**config.mk**
```make
export PLATFORM = sky130hd
export DESIGN_NAME = led_matrix_scanner
export DESIGN_NICKNAME = d
export VERILOG_FILES = /design/src/rtl/pong_pkg.sv /design/src/rtl/led_matrix_scanner_scan_timer.sv /design/src/rtl/led_matrix_scanner.sv
export SDC_FILE = /design/constraint.sdc
export NUM_CORES = 1
export LEC_CHECK = 0
export ABC_CLOCK_PERIOD_IN_PS = 3400
export BUFFER_PORTS_ARGS = -buffer_cell sky130_fd_sc_hd__buf_2
export CAP_MARGIN = 10
export CORE_MARGIN = 5
export CORE_UTILIZATION = 38
export CTS_CLUSTER_SIZE = 40
export DETAILED_ROUTE_END_ITERATION = 10
export HOLD_SLACK_MARGIN = 0.08
export SLEW_MARGIN = 10
export SYNTH_ARGS = -nofsm -noshare
export SYNTH_HDL_FRONTEND = slang
export SYNTH_SLANG_ARGS = --single-unit
export TNS_END_PERCENT = 10
```
**constraint.sdc**
```tcl
create_clock -name clk -period 3.4 [get_ports clk]
set_input_delay 0.34 -clock clk [delete_from_list [all_inputs] [get_ports clk]]
set_output_delay 0.34 -clock clk [all_outputs]
set_load 0.03 [all_outputs]
```
**src/rtl/pong_pkg.sv**
```systemverilog
// Shared matrix geometry and scan-phase types for the pong renderer
// and the LED matrix scanner.
package pong_pkg;

    localparam int MATRIX_ROWS = 4;
    localparam int MATRIX_COLS = 4;

    function automatic int idx_w(input int n);
        return (n > 1) ? $clog2(n) : 1;
    endfunction

    localparam int COL_W = idx_w(MATRIX_COLS);

    typedef enum logic {
        PH_BLANK = 1'b0,
        PH_DRIVE = 1'b1
    } phase_e;

endpackage

```
**src/rtl/led_matrix_scanner_scan_timer.sv**
```systemverilog
// Dwell and column counters for the matrix scan; flags the blanking
// phase, the head of each frame and the frame-wrap (swap) edge.
module scan_timer
    import pong_pkg::*;
#(
    parameter int COLS  = MATRIX_COLS,
    parameter int DWELL = 1024,
    parameter int BLANK = 16
) (
    input  logic                     clk,
    input  logic                     rst,
    input  logic                     enable,
    output logic [$clog2(COLS)-1:0]  col,
    output phase_e                   phase,
    output logic                     frame_head,
    output logic                     swap
);

    localparam int CW = idx_w(DWELL);
    localparam int KW = $clog2(COLS);
    localparam logic [CW-1:0] LAST_CNT = CW'(DWELL - 1);
    localparam logic [KW-1:0] LAST_COL = KW'(COLS - 1);

    logic [CW-1:0] cnt;
    logic          last_cnt;
    logic          last_col;

    assign last_cnt   = (cnt == LAST_CNT);
    assign last_col   = (col == LAST_COL);
    assign swap       = enable && last_cnt && last_col;
    assign frame_head = (cnt == '0) && (col == '0);

    always_ff @(posedge clk or posedge rst) begin
        if (rst) begin
            cnt <= '0;
            col <= '0;
        end else if (enable) begin
            if (last_cnt) begin
                cnt <= '0;
                col <= last_col ? '0 : col + 1'b1;
            end else begin
                cnt <= cnt + 1'b1;
            end
        end
    end

    // With no blanking the column is driven for the whole dwell.
    if (BLANK == 0) begin : g_noblank
        assign phase = PH_DRIVE;
    end else begin : g_blank
        localparam logic [CW-1:0] BLANK_C = CW'(BLANK);
        assign phase = (cnt < BLANK_C) ? PH_BLANK : PH_DRIVE;
    end

endmodule

```
**src/rtl/led_matrix_scanner.sv**
```systemverilog
// Column-multiplexed LED matrix driver with a double-buffered frame,
// per-column blanking and fully registered pin outputs.
module led_matrix_scanner
    import pong_pkg::*;
#(
    parameter int ROWS           = MATRIX_ROWS,
    parameter int COLS           = MATRIX_COLS,
    parameter int DWELL          = 1024,
    parameter int BLANK          = 16,
    parameter bit COL_ACTIVE_LOW = 1'b0
) (
    input  logic                     clk,
    input  logic                     rst,
    input  logic [ROWS*COLS-1:0]     frame_in,
    input  logic                     frame_load,
    input  logic                     enable,
    output logic [COLS-1:0]          col_sel,
    output logic [ROWS-1:0]          row_data,
    output logic [$clog2(COLS)-1:0]  col_idx,
    output logic                     frame_start,
    output logic                     load_pending
);

    localparam int KW = $clog2(COLS);
    localparam logic [COLS-1:0] COL_OFF = {COLS{COL_ACTIVE_LOW}};

    logic [ROWS*COLS-1:0]       active;
    logic [ROWS*COLS-1:0]       shadow;
    logic [ROWS-1:0][COLS-1:0]  act2;
    logic [ROWS-1:0]            pix;
    logic [COLS-1:0]            onehot;
    logic [KW-1:0]              col;
    phase_e                     phase;
    logic                       frame_head;
    logic                       swap;
    logic                       drive;

    scan_timer #(
        .COLS  (COLS),
        .DWELL (DWELL),
        .BLANK (BLANK)
    ) u_timer (
        .clk        (clk),
        .rst        (rst),
        .enable     (enable),
        .col        (col),
        .phase      (phase),
        .frame_head (frame_head),
        .swap       (swap)
    );

    // A load on the swap edge refills the shadow, so the flag stays set.
    always_ff @(posedge clk or posedge rst) begin
        if (rst) begin
            active       <= '0;
            shadow       <= '0;
            load_pending <= 1'b0;
        end else begin
            if (swap && load_pending) begin
                active <= shadow;
            end
            if (frame_load) begin
                shadow       <= frame_in;
                load_pending <= 1'b1;
            end else if (swap) begin
                load_pending <= 1'b0;
            end
        end
    end

    assign act2   = active;
    assign onehot = COLS'(1) << col;
    assign drive  = enable && (phase == PH_DRIVE);

    for (genvar r = 0; r < ROWS; r++) begin : g_row
        assign pix[ROWS-1-r] = act2[r][col];
    end

    always_ff @(posedge clk or posedge rst) begin
        if (rst) begin
            col_sel     <= COL_OFF;
            row_data    <= '0;
            col_idx     <= '0;
            frame_start <= 1'b0;
        end else begin
            col_sel     <= COL_OFF ^ (drive ? onehot : '0);
            row_data    <= drive ? pix : '0;
            col_idx     <= col;
            frame_start <= enable && frame_head;
        end
    end

endmodule

```
==> impl.org <==
** Run status
- The flow ran to the end, and the final reports show no timing, DRC or antenna violations.

** Floorplan
- In this run the vertical extent of the chip is 90.0 µm.
- The die covers 8100 µm².
- Initial standard-cell utilization of the core :: 38.8%
- Number of rows created at floorplan :: 29
- The die is 90.0 µm wide.
- Ports :: 32
- Total core area :: 6280 µm²

** Synth
- Counting every instance in the synthesized netlist gives 167.
- Share of async-settable or async-resettable flops after synthesis :: 100%
- Synthesized area per cell :: 14.6 µm²
- Main synth FF type :: sky130_fd_sc_hd__dfrtp_1
- For this run, the register share of the synthesized area comes to 57.6%.
- The netlist uses 34 different library cells.
- Sorting the synthesized cells by area gives the leading types as sky130_fd_sc_hd__dfrtp_1, sky130_fd_sc_hd__mux2_2, sky130_fd_sc_hd__mux2_4.
- Synthesis produced a netlist with a net count of 193.
- In the synthesized netlist, the cells that appear most often are sky130_fd_sc_hd__dfrtp_1, sky130_fd_sc_hd__mux2_2, sky130_fd_sc_hd__mux2_4.
- Synth warn :: 0
- Yosys mapped a number of flops with a built-in enable equal to 0.
- Synthesized flop and latch total :: 56
- Cell with the most instances after synthesis :: sky130_fd_sc_hd__dfrtp_1
- Total standard cell area after synthesis :: 2430 µm²
- Library cell occupying the most area in the post-synthesis netlist :: sky130_fd_sc_hd__dfrtp_1
- After synthesis, the largest area contributor takes up 57.6% of total cell area.

** Global routing
- For this run the aggregate overflow at the end of global routing stands at 0.
- The number of antenna violations at the first check in global routing was 0.
- The first global-routing pass estimated 7.11 mm of wire.
- Vias in the first global route :: 1,473
- Overall fraction of global-route tracks in use :: 10.8%
- Largest net degree at the start of global routing :: 46

** Critical path
- Reg-to-reg setup timing slack :: 1.46 ns
- The critical path is of the reg -> reg type.
- For the worst setup path, the data required time is 3.60 ns.
- Launching point of the worst reg2reg path :: u_timer.col[0]$_DFFE_PP0N_
- Crit path capture type :: register
- For the worst setup path, the data arrival time is 2.14 ns.
- Worst r2r dst :: act2[13]$_DFFE_PP0P_
- The worst setup path is launched from a register.
- The worst register-to-register path has a depth of 5.
- Peak fanout along the critical path :: 16

** CTS
- Clock tree root buffer cell :: sky130_fd_sc_hd__clkbuf_8
- Number of clock sinks :: 56
- Once the clock tree was built, the resizer swapped 0 gates to a different size.
- Max Buffers Root-to-Sink :: 2
- The later pin in the worst-skew pair is clocked with a latency of 0.31 ns.
- After clock tree synthesis, the flow added hold-fix buffers numbering 0.
- In this run the number of H-tree levels came out at 2.
- Clock slew seen by the registers of the worst setup and hold paths :: 0.10 ns
- TritonCTS built the clock tree.
- The number of clock buffers added by TritonCTS is 5.
- Postcts setup bufs :: 0

** Timing
- Maximum operating frequency :: 0.516 GHz
- Final critical-path share of the clock period :: 57.0%
- The count of endpoints failing hold in the final timing report was 0.
- The final count of pins violating max slew was 0.
- Aggregate negative setup slack :: 0 ns
- RSZ-0062 raised after global routing :: no
- Measured against its own limit, the worst slew margin works out to 38.4%.
- For the final database, setup skew stands at 0.00887 ns.
- Transition time at the pin with the least slew margin :: 0.923 ns
- Setup violations remaining at the end of the flow were counted as 0.
- Final Critical Period :: 1.94 ns

** Power
- Power spread over the standard cell area amounts to 492 nW/µm².
- Maximum resistive drop on vdd :: 201 µV
- Leakage power :: 1.31 nW
- Fraction of power spent switching nets :: 26.3%
- Cell internal pwr :: 0.00101 W
- Power, Total :: 0.00137 W
- Clk pwr share :: 32.1%
- Combinational power share :: 10.1%
- Sequential Power Share :: 57.8%
- Power spent charging and discharging nets :: 0.000359 W

** Route
- Drt first-iter violations :: 51
- Remaining design rule violation count :: 0
- Via Count :: 1,367
- Post-route ant nets :: 0
- The final layout contains routed wiring with a total length of 4.01 mm.
- In the routed layout, each cell is associated on average with a via count of 4.92.
- After detailed routing, the average wire length per cell comes to 14.4 µm.
- Number of iterations in the first detailed-routing pass :: 4

** Cells and area
- Compared with the post-synthesis result, the final layout area differs by 14.0%.
- Cells with a size suffix above 1 make up 42.8% of the layout.
- Final instance area :: 2780 µm²
- The filler cells instantiated in the layout total 596.
- Number of antenna diodes :: 0
- At the end of the flow, the number of nets in the layout was 226.

** Place
- At the end of routability-driven placement, the weighted congestion stood at 0.785.
- The wire-length estimate of the detail-placed layout is 2.91 mm.
- # port buffers :: 31
- After detailed placement, the total cell area comes to 2660 µm².

** Job
- The tool flagged a number of max-cap violations equal to 0.

** Worst hold path
- Worst min-delay path category :: in -> async
==> layout by cell type, fill, tap and decap left out, types with 5 or more instances in the layout <==
master	instances
sky130_fd_sc_hd__and2_1	8
sky130_fd_sc_hd__buf_2	31
sky130_fd_sc_hd__xnor2_1	5
sky130_fd_sc_hd__mux2_2	24
sky130_fd_sc_hd__mux2_4	10
sky130_fd_sc_hd__dfrtp_1	56
sky130_fd_sc_hd__clkbuf_8	5
sky130_fd_sc_hd__nand2_1	6
sky130_fd_sc_hd__inv_1	6
sky130_fd_sc_hd__ha_1	6
==> how the worst max path moves through the flow <==
stage / startpoint / end / depth (start not counted)
4_1_cts: u_timer.col[0]$_DFFE_PP0N_ / act2[13]$_DFFE_PP0P_ / 5
3_5_place_dp: u_timer.col[0]$_DFFE_PP0N_ / act2[13]$_DFFE_PP0P_ / 5
6_report: u_timer.col[0]$_DFFE_PP0N_ / act2[13]$_DFFE_PP0P_ / 5
3_3_place_gp: u_timer.col[0]$_DFFE_PP0N_ / act2[11]$_DFFE_PP0P_ / 5
2_1_floorplan: u_timer.cnt[0]$_DFFE_PP0P_ / act2[0]$_DFFE_PP0P_ / 5
5_1_grt: u_timer.col[0]$_DFFE_PP0N_ / act2[11]$_DFFE_PP0P_ / 5
==> power groups by stage <==
stage	combinational, W	clock [W]	sequential [W]
floorplan	0.000125	0	0.000774
global placement	0.000138	0	0.000802
detailed placement	0.000141	0	0.000801
CTS	0.000141	0.000455	0.000788
global route	0.000159	0.000479	0.000799
finish	0.000138	0.000438	0.000789
==> critical path, cell delays in order, from the launching register on <==
cell and delay (ns):
sky130_fd_sc_hd__dfrtp_1 0.61, sky130_fd_sc_hd__ha_1 0.29, sky130_fd_sc_hd__nand2_1 0.10, sky130_fd_sc_hd__nor4_4 0.13, sky130_fd_sc_hd__buf_4 0.31, sky130_fd_sc_hd__mux2_2 0.37
==> stage by stage <==
step / worst slack, ns / hold WS, ns / std cells / utilization, %
final: 1.46 / 0.225 / 278 / 44.2
after detailed placement: 1.46 / 0.495 / 270 / 42.4
after global placement: 1.53 / 0.489 / 270 / 42.4
after global routing: 1.29 / 0.238 / 278 / 44.2
after CTS: 1.45 / 0.239 / 278 / 44.2
after floorplan: 1.63 / 0.404 / 167 / -
==> cell families (layout without fill, tap and decap cells) <==
group	count (synthesis)	in the layout	share of synthesized area, %
mux	38	38	21.0
fa+ha+maj	6	6	3.08
flops	56	56	57.6
simple gates	37	37	10.6
compound gates	11	11	3.14
buf+inv	14	48	2.78
xor+xnor	5	5	1.80
==> state kept, by name, summed over array words and instances (netlist names) <==
signal,cells
col_sel,4
load_pending,1
u_timer.col,2
col_idx,2
shadow,16
frame_start,1
act2,16
u_timer.cnt,10
row_data,4
==> layer usage <==
metal	share of wire, %	GRT usage, %	wire length, µm	vias to the layer above
li1	-	-	-	662
met1	48	14.6	1940	675
met2	46	16.4	1830	24
met3	4.5	3.17	182	6
met4	1.5	3.72	60	0
met5	0	0	0	-
==> area by class of cell <==
type | instances | area, µm² | share of cell area (%)
well taps | 77 | 96.3 | 3.47
clock buffers | 5 | 68.8 | 2.48
clock inverters | 3 | 47.5 | 1.71
inverters | 7 | 26.3 | 0.947
repair buffers | 33 | 170 | 6.13
flip-flops and latches | 56 | 1400 | 50.5
multi-input cells | 97 | 965 | 34.8
No activity file was read; power rests on OpenSTA's default activity.
